===== src/rtl/div_sequencer_pkg.sv =====
// Shared constants and state encoding for the multi-cycle divide sequencer.
// Imported by the sequencer top and its adder slice.
package div_sequencer_pkg;

  localparam int DIV_WIDTH = 32;
  localparam int DIV_CNT_W = $clog2(DIV_WIDTH);

  typedef enum logic [1:0] {
    ST_IDLE = 2'd0,
    ST_PREP = 2'd1,
    ST_ITER = 2'd2,
    ST_FIX  = 2'd3
  } div_state_e;

endpackage


===== src/rtl/div_step.sv =====
// Shared conditional-invert adder: sum/cout = a + (b ^ {invert}) + cin.
// Purely combinational; the sequencer decides per state how it is used.
module div_step
  import div_sequencer_pkg::*;
#(
  parameter int WIDTH = DIV_WIDTH + 1
) (
  input  logic [WIDTH-1:0] a,
  input  logic [WIDTH-1:0] b,
  input  logic             invert,
  input  logic             cin,
  output logic [WIDTH-1:0] sum,
  output logic             cout
);

  logic [WIDTH-1:0] b_mod_s;

  assign b_mod_s     = b ^ {WIDTH{invert}};
  assign {cout, sum} = {1'b0, a} + {1'b0, b_mod_s} + {{WIDTH{1'b0}}, cin};

endmodule


===== src/rtl/div_sequencer.sv =====
// Restoring shift-subtract divider for DIV/DIVU: one quotient bit per cycle,
// sign fix-up before and after the loop, divide-by-zero short path.
module div_sequencer
  import div_sequencer_pkg::*;
#(
  parameter int WIDTH = DIV_WIDTH
) (
  input  logic             clk,
  input  logic             rst_n,
  input  logic             start,
  input  logic             is_signed,
  input  logic [WIDTH-1:0] dividend,
  input  logic [WIDTH-1:0] divisor,
  output logic             busy,
  output logic             done,
  output logic [WIDTH-1:0] quotient,
  output logic [WIDTH-1:0] remainder,
  output logic             div_zero
);

  localparam int CNT_W = $clog2(WIDTH);

  div_state_e       state_r, state_n_s;
  logic [CNT_W-1:0] count_r;
  logic [WIDTH-1:0] dvd_r;
  logic [WIDTH-1:0] dvs_r;
  logic [WIDTH-1:0] rem_r;
  logic [WIDTH-1:0] dq_r;
  logic             signed_r;
  logic             neg_q_r;
  logic             neg_r_r;
  logic             zero_r;
  logic [WIDTH-1:0] quotient_r;
  logic [WIDTH-1:0] remainder_r;
  logic             div_zero_r;
  logic             done_r;
  logic             busy_r;

  logic [WIDTH:0]   add_a_s;
  logic [WIDTH:0]   add_b_s;
  logic             add_inv_s;
  logic             add_cin_s;
  logic [WIDTH:0]   add_sum_s;
  logic             add_cout_s;
  logic             unused_sum_msb_s;

  logic             dvd_neg_s;
  logic             dvs_neg_s;
  logic             dvs_zero_s;

  // Carry-free two's-complement negate: a bit flips once any lower bit was set.
  // Lets the divisor and quotient be negated without a second adder.
  function automatic logic [WIDTH-1:0] negate_prefix(input logic [WIDTH-1:0] x);
    logic [WIDTH-1:0] r;
    logic             seen;
    seen = 1'b0;
    for (int i = 0; i < WIDTH; i++) begin
      r[i] = x[i] ^ seen;
      seen = seen | x[i];
    end
    return r;
  endfunction

  assign dvd_neg_s        = signed_r & dvd_r[WIDTH-1];
  assign dvs_neg_s        = signed_r & dvs_r[WIDTH-1];
  assign dvs_zero_s       = (dvs_r == {WIDTH{1'b0}});
  assign unused_sum_msb_s = add_sum_s[WIDTH];

  div_step #(
    .WIDTH (WIDTH + 1)
  ) u_step (
    .a      (add_a_s),
    .b      (add_b_s),
    .invert (add_inv_s),
    .cin    (add_cin_s),
    .sum    (add_sum_s),
    .cout   (add_cout_s)
  );

  // Adder operand select: negate dividend in PREP, trial subtract in ITER,
  // negate remainder in FIX. The extra top bit keeps 2*rem+1 from overflowing.
  always_comb begin
    add_a_s   = {(WIDTH+1){1'b0}};
    add_b_s   = {(WIDTH+1){1'b0}};
    add_inv_s = 1'b0;
    add_cin_s = 1'b0;
    case (state_r)
      ST_IDLE: begin
        add_inv_s = 1'b0;
        add_cin_s = 1'b0;
      end
      ST_PREP: begin
        add_inv_s = 1'b1;
        add_cin_s = 1'b1;
        add_b_s   = {1'b0, dvd_r};
      end
      ST_ITER: begin
        add_inv_s = 1'b1;
        add_cin_s = 1'b1;
        add_a_s   = {rem_r, dq_r[WIDTH-1]};
        add_b_s   = {1'b0, dvs_r};
      end
      ST_FIX: begin
        add_inv_s = 1'b1;
        add_cin_s = 1'b1;
        add_b_s   = {1'b0, rem_r};
      end
      default: begin
        add_inv_s = 1'b0;
        add_cin_s = 1'b0;
      end
    endcase
  end

  // Next-state decode.
  always_comb begin
    state_n_s = state_r;
    case (state_r)
      ST_IDLE: begin
        if (start) state_n_s = ST_PREP;
        else       state_n_s = ST_IDLE;
      end
      ST_PREP: begin
        if (dvs_zero_s) state_n_s = ST_FIX;
        else            state_n_s = ST_ITER;
      end
      ST_ITER: begin
        if (count_r == {CNT_W{1'b0}}) state_n_s = ST_FIX;
        else                          state_n_s = ST_ITER;
      end
      ST_FIX:  state_n_s = ST_IDLE;
      default: state_n_s = ST_IDLE;
    endcase
  end

  // State register and handshake flags.
  always_ff @(posedge clk or negedge rst_n) begin
    if (!rst_n) begin
      state_r <= ST_IDLE;
      busy_r  <= 1'b0;
      done_r  <= 1'b0;
    end else begin
      state_r <= state_n_s;
      busy_r  <= (state_n_s != ST_IDLE);
      done_r  <= (state_r == ST_FIX);
    end
  end

  // Operand capture, sign pre-processing and the shift-subtract loop.
  always_ff @(posedge clk or negedge rst_n) begin
    if (!rst_n) begin
      count_r  <= {CNT_W{1'b0}};
      dvd_r    <= {WIDTH{1'b0}};
      dvs_r    <= {WIDTH{1'b0}};
      rem_r    <= {WIDTH{1'b0}};
      dq_r     <= {WIDTH{1'b0}};
      signed_r <= 1'b0;
      neg_q_r  <= 1'b0;
      neg_r_r  <= 1'b0;
      zero_r   <= 1'b0;
    end else begin
      case (state_r)
        ST_IDLE: begin
          if (start) begin
            dvd_r    <= dividend;
            dvs_r    <= divisor;
            signed_r <= is_signed;
            zero_r   <= 1'b0;
          end else begin
            zero_r   <= zero_r;
          end
        end
        ST_PREP: begin
          if (dvs_zero_s) begin
            zero_r <= 1'b1;
          end else begin
            dq_r    <= dvd_neg_s ? add_sum_s[WIDTH-1:0] : dvd_r;
            dvs_r   <= dvs_neg_s ? negate_prefix(dvs_r) : dvs_r;
            neg_q_r <= dvd_neg_s ^ dvs_neg_s;
            neg_r_r <= dvd_neg_s;
            rem_r   <= {WIDTH{1'b0}};
            count_r <= CNT_W'(WIDTH - 1);
          end
        end
        ST_ITER: begin
          // Carry out means the shifted remainder was >= divisor: keep the difference.
          rem_r <= add_cout_s ? add_sum_s[WIDTH-1:0] : add_a_s[WIDTH-1:0];
          dq_r  <= {dq_r[WIDTH-2:0], add_cout_s};
          if (count_r != {CNT_W{1'b0}}) count_r <= count_r - CNT_W'(1);
          else                          count_r <= count_r;
        end
        ST_FIX: begin
          zero_r <= zero_r;
        end
        default: begin
          zero_r <= zero_r;
        end
      endcase
    end
  end

  // Result registers: only the FIX edge (or reset) updates them.
  always_ff @(posedge clk or negedge rst_n) begin
    if (!rst_n) begin
      quotient_r  <= {WIDTH{1'b0}};
      remainder_r <= {WIDTH{1'b0}};
      div_zero_r  <= 1'b0;
    end else if (state_r == ST_FIX) begin
      if (zero_r) begin
        quotient_r  <= {WIDTH{1'b1}};
        remainder_r <= dvd_r;
        div_zero_r  <= 1'b1;
      end else begin
        quotient_r  <= neg_q_r ? negate_prefix(dq_r) : dq_r;
        remainder_r <= neg_r_r ? add_sum_s[WIDTH-1:0] : rem_r;
        div_zero_r  <= 1'b0;
      end
    end else begin
      quotient_r  <= quotient_r;
      remainder_r <= remainder_r;
      div_zero_r  <= div_zero_r;
    end
  end

  assign busy      = busy_r;
  assign done      = done_r;
  assign quotient  = quotient_r;
  assign remainder = remainder_r;
  assign div_zero  = div_zero_r;

endmodule


===== config.mk =====
export PLATFORM = sky130hd
export DESIGN_NAME = div_sequencer
export DESIGN_NICKNAME = d
export VERILOG_FILES = /design/src/rtl/div_sequencer_pkg.sv /design/src/rtl/div_step.sv /design/src/rtl/div_sequencer.sv
export SDC_FILE = /design/constraint.sdc
export NUM_CORES = 1
export LEC_CHECK = 0
export ABC_AREA = 1
export BUFFER_PORTS_ARGS = -buffer_cell sky130_fd_sc_hd__buf_2
export CORE_UTILIZATION = 45
export CTS_BUF_LIST = sky130_fd_sc_hd__clkbuf_2
export DETAILED_ROUTE_END_ITERATION = 10
export HOLD_SLACK_MARGIN = 0.08
export PLACE_DENSITY = 0.61
export SLEW_MARGIN = 20
export SYNTH_ARGS = -nofsm -noshare
export SYNTH_HDL_FRONTEND = slang
export SYNTH_SLANG_ARGS = --single-unit

===== constraint.sdc =====
create_clock -name clk -period 8.7 [get_ports clk]
set_input_delay 0.87 -clock clk [delete_from_list [all_inputs] [get_ports clk]]
set_output_delay 0.87 -clock clk [all_outputs]
set_load 0.05 [all_outputs]

==> Word-level counts from Yosys, hierarchy flattened <==
Index checks and enable logic that the tools add are counted.
W data, S select, Z words.
{ "word_totals": {"regBits": 206, "input_bits": 68, "elab_cells": 198} }
{ "op_classes": {"n_bitwise": 128, "n_eq_ne": 8, "addsub": 3, "n_reduce_logical": 15, "mux": 28} }
{ "ops": {"columns": ["operator", "count"], "rows": [
  ["$mux W32", 11],
  ["$pmux W32 S2", 3],
  ["$pmux W32 S3", 1],
  ["$xor A1 B1 Y1", 63],
  ["$or A1 B1 Y1", 60],
  ["$add A33 B33 Y34", 1],
  ["$add A34 B1 Y34", 1],
  ["$mux W33", 1],
  ["$xor A32 B33 Y33", 1],
  ["$logic_not A32 Y1", 1],
  ["$mux W5", 2],
  ["$ne A2 B2 Y1 const B", 5],
  ["$pmux W5 S2", 1],
  ["$reduce_and A3 Y1", 3],
  ["$pmux W2 S4", 1],
  ["$mux W1", 6],
  ["$reduce_and A2 Y1", 3],
  ["$reduce_bool A2 Y1", 3],
  ["$logic_not A5 Y1", 1],
  ["$reduce_bool A5 Y1", 1],
  ["$sub A5 B1 Y5 const B", 1],
  ["$eq A2 B2 Y1 const B", 2],
  ["$pmux W1 S2", 2],
  ["$reduce_and A4 Y1", 1],
  ["other kinds (5)", 7]
]} }

==> Longest topological paths before layout <==
Gate-level depths: netlist of the first run.
{ "depth": {"ltp_word": 34, "ltp_mapped": 34} }

==> Hierarchy <==
A second synthesis of the first run with hierarchy kept.
{ "unflattened": {"cells_unflattened": 2111, "area_unflattened_um2": 14576.5} }
{ "modules_own_cells": {"columns": ["module", "seq_area_each_um2", "instances", "area_each_um2", "cells_each"], "rows": [
  ["div_sequencer", 5154.9, 1, 11746.3, 1536],
  ["div_step", 0.0, 1, 2830.2, 575]
]} }

==> Worst setup path after synthesis of the first run <==
OpenSTA, ideal clock, no wires.
{ "synth_path": {"path_type": "register -> register", "startpoint": "register dq_r[0]", "endpoint": "register quotient_r[31], in the netlist quotient[31]", "path_slack_ps": 2605, "arrival_ps": 5970, "path_stages_with_launch": 35, "synth_period_minus_slack_ps": 6095, "path_cell_list": "dfrtp_1 > inv_1 > ha_1 > ha_1 > ha_1 > ha_1 > ha_1 > ha_1 > ha_1 > ha_1 > ha_1 > ha_1 > ha_1 > ha_1 > ha_1 > ha_1 > ha_1 > ha_1 > ha_1 > ha_1 > ha_1 > ha_1 > ha_1 > ha_1 > ha_1 > ha_1 > ha_1 > ha_1 > ha_1 > ha_1 > ha_1 > ha_1 > o21a_1 > o32ai_1 > inv_1"} }
{ "synth_via": {"elab_chain_len": 33} }
{ "synth_rtl": {"columns": ["element", "line", "rtl"], "rows": [
  ["start: declaration", "div_sequencer.sv:28", "logic [WIDTH-1:0] dq_r;"],
  ["start signal: assignment", "div_sequencer.sv:156", "dq_r <= {WIDTH{1'b0}};"],
  ["start signal: assignment", "div_sequencer.sv:177", "dq_r <= dvd_neg_s ? add_sum_s[WIDTH-1:0] : dvd_r;"],
  ["start signal: assignment", "div_sequencer.sv:188", "dq_r <= {dq_r[WIDTH-2:0], add_cout_s};"],
  ["$or A1 B1 Y1 (30 in series)", "div_sequencer.sv:59", "seen = seen | x[i];"],
  ["$xor A1 B1 Y1", "div_sequencer.sv:58", "r[i] = x[i] ^ seen;"],
  ["$mux W32", "div_sequencer.sv:214", "quotient_r <= neg_q_r ? negate_prefix(dq_r) : dq_r;"],
  ["$mux W32", "div_sequencer.sv:209", "if (zero_r) begin"],
  ["end signal: assignment", "div_sequencer.sv:210", "quotient_r <= {WIDTH{1'b1}};"],
  ["end signal: assignment", "div_sequencer.sv:214", null],
  ["end signal: assignment", "div_sequencer.sv:219", "quotient_r <= quotient_r;"],
  ["end: declaration", "div_sequencer.sv:33", "logic [WIDTH-1:0] quotient_r;"]
]} }
Every way passes these cells.
A chain may end at the register's enable or synchronous reset.

==> Worst setup path in the final report of the first run <==
{ "layout_path": {"startpoint": "register dvs_r[1]", "endpoint": "register dvs_r[31]"} }
{ "layout_via": {"elab_chain_len": 34} }
{ "layout_rtl": {"columns": ["element", "line", "rtl"], "rows": [
  ["start: declaration", "div_sequencer.sv:26", "logic [WIDTH-1:0] dvs_r;"],
  ["start signal: assignment", "div_sequencer.sv:154", "dvs_r <= {WIDTH{1'b0}};"],
  ["start signal: assignment", "div_sequencer.sv:166", "dvs_r <= divisor;"],
  ["start signal: assignment", "div_sequencer.sv:178", "dvs_r <= dvs_neg_s ? negate_prefix(dvs_r) : dvs_r;"],
  ["$or A1 B1 Y1 (30 in series)", "div_sequencer.sv:59", null],
  ["$xor A1 B1 Y1", "div_sequencer.sv:58", null],
  ["$mux W32", "div_sequencer.sv:178", null],
  ["$mux W32", "div_sequencer.sv:174", "if (dvs_zero_s) begin"],
  ["$pmux W32 S2", "div_sequencer.sv:162", "case (state_r)"]
]} }
Several ways; a longest one is shown, not always the timed one. The select of a mux whose other input is x is not followed.

==> metrics, run 1 <==
gpl congestion=just under 1; row count=slightly above 60; fin crit share=about three quarters; largest family of logic cells by synthesized area=simple AND/OR/NAND/NOR gates; RSZ-0062 raised after global routing=no; Iter 0 DRT Violations=roughly 1100; CTS Root Cell=clkbuf_2; drt drc=0; FFs w/ async S/R, synth=between 90% and 100%; number of global-route vias before repair=13030; Place WS=2.197 ns; post-synthesis xor/xnor area fraction=under 10%; Max-Cap Viols=0; HP Class=in -> reg; mux cell area share after synthesis=under 10%; area share of the largest cell type after synthesis=between 30% and 40%; Compound-Gate Fraction of Synth Area=roughly 20%; adder-cell share of the synthesized area=9.253%; Peak Freq=152.4 MHz; Avg Inst Size Synth=7.511 µm²; crit end category=flop; Reg-to-Reg Start=dvs_r[1]$_DFFE_PN0P_; Synth Flop Type=dfrtp_1; Synth Warn #=0; Worst path slowest cell=dfrtp_1; Total Routed Length=around 46000 µm; mean routed wirelength per cell=approximately 20 µm; setup ws final=~2.1 ns; ANT nets after route=0; cts hold-fix bufs=1; R2R Setup Slk=2.14 ns; placed insts=2235; largest area contributor in the netlist=dfrtp_1; Die Span Y=175 µm; largest net degree at the start of global routing=75; htree depth=2; Final Setup Violations=0; core area=29090 µm²; Worst path max stage delay=between 0.3 and 0.4 ns; cell count after synthesis=between 1500 and 2000; hold depth=2; status=complete, no violations; P_leak=between 7 and 8 nW; Post-Synth Simple-Gate Area=21.08%; crit path from=dvs_r[1]$_DFFE_PN0P_; Synth Net Count=1960; Worst Path Class, Setup=reg -> reg; GRT Util Overall=between 30% and 40%; Worst setup SP type=flop; DP Wirelength=~33000 µm; # resized after CTS=0; final core utilization=51.19%; Tightest Pin Transition=~1.1 ns; clk sinks=a little over 200; PwrDens=404.1 nW/µm²; Slew HR=a little over a quarter; fin cells=roughly 2300; Slew Viols, Final=0; Worst VDD drop=~0.2 mV; Data arrival, critical path=between 7 and 8 ns; worst r2r dst=dvs_r[31]$_DFFE_PN0P_; vias per std cell=around 5.5; synth unique cells=47; Starting Density=46.30%; layout cells sized above 1=around 15%; CP most frequent cell=ha_1; CTS clock-pin slew for the worst setup and hold paths=0.10 ns; crit path to=dvs_r[31]$_DFFE_PN0P_; Longest Clk Path Bufs=3; Hold Vio Cnt, Final=0; port bufs=about 130; number of synthesized flops with an enable pin=0; initial antenna violation count=1; most frequent cell after synthesis=nand2_1; Commonest cells post-synth=nand2_1 (378), dfrtp_1 (206), inv_1 (204); CTS tree=built; largest cells by area after synthesis=dfrtp_1 (38%), nand2_1 (11%), ha_1 (9.1%); Inserted Clock Buffers=57; DRT Pass-1 Iters=8; worst-path maximum fanout=2; post-layout min period=about 6.6 ns; grt total ovfl=0; flops & latches, synth=slightly above 200; Pwr Total=between 0.006 and 0.007 W; I/O pin cnt=between 100 and 150; Area growth, synth to finish=10.56%; Clock Skew=slightly below 0.04 ns; worst-skew pair later-pin latency=0.92 ns; post-CTS setup buffer count=0; first-pass GRT wire length=around 72000 µm; via count=about 13000; die span in x=roughly 180 µm; sequential fraction of the synthesis area=a little under two fifths; worst-case reg-to-reg path depth=34; CP required=roughly 9.5 ns; TNS Setup=0 ns; die area=~31000 µm²; # nets final=2078; synthesized area=13470 µm²
-- per-stage QoR --
step	hold slack [ns]	area, µm²
3_3_place_gp	0.4523	14370
5_1_grt	0.1302	14890
4_1_cts	0.1230	14890
3_5_place_dp	0.4599	14370
2_1_floorplan	0.4517	13470
6_report	0.1938	14890
-- cells by family (layout without fill, tap and decap cells) --
kind of cell	after synthesis	after routing
multiplexers	16	16
XOR/XNOR	22	22
adder cells (fa/ha/maj)	99	99
other	0	1
AO/OA/AOI/OAI	451	451
buffers and inverters	308	470
AND/OR/NAND/NOR	691	691
flip-flops	206	206
-- worst min path at each step --
| stage | start | slack, ns | endpoint |
|---|---|---|---|
| floorplan | count_r[2]$_DFFE_PN0P_ | 0.45 | count_r[2]$_DFFE_PN0P_ |
| global placement | div_zero$_DFFE_PN0P_ | 0.45 | div_zero$_DFFE_PN0P_ |
| detailed placement | div_zero$_DFFE_PN0P_ | 0.46 | div_zero$_DFFE_PN0P_ |
| CTS | is_signed | 0.12 | signed_r$_DFFE_PN0P_ |
| global route | dividend[18] | 0.13 | dvd_r[18]$_DFFE_PN0P_ |
| finish | dividend[13] | 0.19 | dvd_r[13]$_DFFE_PN0P_ |
-- layout by cell type (no fill, tap or decap), types with 14 or more instances in the layout --
| cell type | count |
|---|---|
| ha_1 | 95 |
| inv_1 | 204 |
| buf_4 | 17 |
| o21ai_1 | 29 |
| nor2_1 | 172 |
| xnor2_1 | 14 |
| mux2_2 | 16 |
| buf_2 | 133 |
| nand3_1 | 97 |
| a221oi_1 | 15 |
| o211ai_1 | 21 |
| nand2_1 | 377 |
| dfrtp_1 | 205 |
| o21ai_0 | 92 |
| o22ai_1 | 31 |
| a31oi_1 | 32 |
| clkbuf_2 | 91 |
| a211oi_1 | 15 |
| a21oi_1 | 166 |
-- final cells by class --
class / count / area, µm²
multi-input cells: 1279 / 7113
repair buffers: 152 / 817.0
diodes: 1 / 2.502
fillers: 3006 / 14200
well taps: 384 / 480.5
flip-flops and latches: 206 / 5156
inverters: 215 / 809.5
clock buffers: 91 / 455.4
clock inverters: 12 / 56.30
-- power breakdown --
part	switching (W)	internal (W)	leakage (nW)
Clock	0.000445	0.000278	0.405
Sequential	0.000326	0.00135	2.52
Combinational	0.00261	0.00102	4.81
-- state kept, by name, indices dropped and copies added, names as in the netlist, 2 cells and up --
name,flops
dvs_r,32
state_r,2
dq_r,32
count_r,5
quotient,32
rem_r,32
dvd_r,32
remainder,32
-- per-layer routing --
| metal | track usage, % | vias up | part of all wire [%] |
|---|---|---|---|
| met1 | 38.96 | 6119 | 43 |
| met2 | 49.17 | 448 | 46 |
| met3 | 4.221 | 136 | 5.4 |
| met5 | 0 | - | 0 |
| li1 | - | 6273 | - |
| met4 | 15.83 | 0 | 5.3 |
-- critical path: cells and delay by family (launching register included) --
kind	cells	cell delay, ns
buf+inv	1	0.07
compound gates	3	0.46
fa+ha+maj	30	5.61
flops	1	0.36
No activity file was read; power rests on OpenSTA's default activity.
==> inputs of run 2 (changes only) <==
- clock period: 8.7 -> 6.6 ns (I/O delays scaled with it)
==> run 2 against run 1 <==
Effect of this change:
- critical path depth did not move
- power increased by 33%
- fmax is 3.5% higher
- worst hold slack lost 0.018 ns
- final area grew 4.7%
- utilization is 2.4 points higher
- cell count grew 2.8%
- worst setup slack got worse by 1.9 ns
- critical endpoint unchanged
- largest power group unchanged
==> metrics, run 2 (synthesis gave the netlist of run 1 again) <==
total buffers and inverters traversed by the critical path=1 (unchanged); Slew HR=22.09% (-4.1 points); via count=13380 (+3.1%); Worst path slowest cell=dfrtp_1; gpl congestion=0.9984 (+0.37%); htree depth=2 (unchanged); # nets final=2147 (+3.3%); CP delay by family, top=adder cells; register area=5156 µm² (unchanged); Total Routed Length=46940 µm (+2.5%); first-pass GRT wire length=73830 µm (+2.5%); CTS tree=built; Iter 0 DRT Violations=880 (-19%); worst hold margin=0.1758 ns (-0.01802 ns); CP most frequent cell=ha_1; commonest non-fill, non-tap cell in the layout=nand2_1; ANT nets after route=0 (unchanged); GRT Util Overall=31.00% (+0.81 points); status=complete, no violations; Worst setup SP type=flop; HP Class=in -> reg; TNS Setup=0 ns (unchanged); Fill cells=2973 (-1.1%); crit end category=flop; CP required=7.38 ns (-2.16 ns); RSZ-0062 raised after global routing=no; Inserted Clock Buffers=58 (+1.8%); die area=30630 µm² (unchanged); Worst VDD drop=0.3168 mV (+60%); Slew Viols, Final=0 (unchanged); initial antenna violation count=1 (unchanged); setup ws final=0.2609 ns (-1.878 ns); Worst Path Class, Setup=reg -> reg; Longest Clk Path Bufs=3 (unchanged); Max-Cap Viols=0 (unchanged); Hold Vio Cnt, Final=0 (unchanged); most frequent cells in the layout=nand2_1 (377), dfrtp_1 (205), inv_1 (203); DRT Pass-1 Iters=6 (-2); I/O pin cnt=135 (unchanged); vias per std cell=5.563 (+0.31%); layout cells sized above 1=15.40% (+0.36 points); DP Wirelength=33200 µm (+0.36%); fin crit share=96.05% (+21 points); Tightest Pin Transition=1.169 ns (+0.06100 ns); clk sinks=206 (unchanged); Die Span Y=175 µm (unchanged); Final Setup Violations=0 (unchanged); P_leak=7.981 nW (+3.3%); port bufs=134 (unchanged); PwrDens=511.7 nW/µm² (+27%); Peak Freq=157.8 MHz (+3.5%); number of global-route vias before repair=13430 (+3.0%); worst-skew pair later-pin latency=0.89 ns (-0.03 ns); core area=29090 µm² (unchanged); Data arrival, critical path=7.12 ns (-0.28 ns); Clock Skew=0.04173 ns (+0.002991 ns); Starting Density=46.30% (unchanged); Worst path max stage delay=0.35 ns (about the same); row count=62 (unchanged); CTS clock-pin slew for the worst setup and hold paths=0.10 ns (about the same); footprint of the multi-input gates=7153 µm² (+0.56%); largest net degree at the start of global routing=95 (+27%); Place WS=0.1446 ns (-2.053 ns); drt drc=0 (unchanged); worst-path maximum fanout=2 (unchanged); Area growth, synth to finish=15.76%; die span in x=175 µm (unchanged); grt total ovfl=0 (unchanged); post-layout min period=6.339 ns (-0.2217 ns); mean routed wirelength per cell=19.52 µm (-0.24%); CTS Root Cell=clkbuf_2
==> run 2: cell type report <==
class | instances | share of cell area [%]
well taps | 384 | 3.082
diodes | 1 | 0.01605
multi-input cells | 1279 | 45.88
flip-flops and latches | 206 | 33.07
clock buffers | 90 | 2.889
clock inverters | 10 | 0.3050
repair buffers | 220 | 9.559
inverters | 215 | 5.193
==> run 2: final timing paths <==
kind	startpoint	end	slack (ns)	cells past startpoint
worst max-delay path	dvs_r[1]$_DFFE_PN0P_	dvs_r[31]$_DFFE_PN0P_	0.26	34
worst min-delay path	start	zero_r$_DFFE_PN0P_	0.18	3
worst max register to register	dvs_r[1]$_DFFE_PN0P_	dvs_r[31]$_DFFE_PN0P_	0.26	34
worst min register to register	div_zero$_DFFE_PN0P_	div_zero$_DFFE_PN0P_	0.48	2
max in group asynchronous	rst_n	rem_r[1]$_DFFE_PN0P_	4.76	3
min in group asynchronous	rst_n	rem_r[5]$_DFFE_PN0P_	0.41	2
==> run 2: metal layers <==
layer  up-vias  track usage (%)  wire length (µm)
met5         -                0                 0
met4         0            14.31              1900
met3       107            3.786              2389
met2       472            52.27             22410
met1      6392            39.59             20240
li1       6407                -                 -
==> run 2: worst min-delay path, cell delays in order <==
cell and delay (ns):
buf_2 0.13, nor2_1 0.08, o21ai_0 0.15
==> run 2: timing repair <==
| action | CTS | global route |
|---|---|---|
| hold endpoints to repair | 157 | 0 |
| setup endpoints to repair | 0 | 4 |
| hold buffers | 66 | 0 |
| setup buffers | 0 | 0 |
| resized for setup | 0 | 16 |
==> run 2: per-stage QoR <==
| step | power [W] | utilization (%) | cell area [µm²] | instances |
|---|---|---|---|---|
| 2_1_floorplan | 0.005526 | - | 13470 | 1793 |
| 3_3_place_gp | 0.006914 | 49.46 | 14390 | 2238 |
| 3_5_place_dp | 0.006972 | 49.46 | 14390 | 2238 |
| 4_1_cts | 0.007962 | 53.45 | 15550 | 2404 |
| 5_1_grt | 0.008576 | 53.59 | 15590 | 2405 |
| 6_report | 0.007977 | 53.59 | 15590 | 2405 |
==> run 2: power breakdown <==
| group | total (W) | switching [W] | leakage, nW | internal, W |
|---|---|---|---|---|
| logic | 0.00483 | 0.00345 | 5.07 | 0.00138 |
| registers | 0.00221 | 0.000437 | 2.52 | 0.00178 |
| clock network | 0.000934 | 0.000574 | 0.393 | 0.000359 |
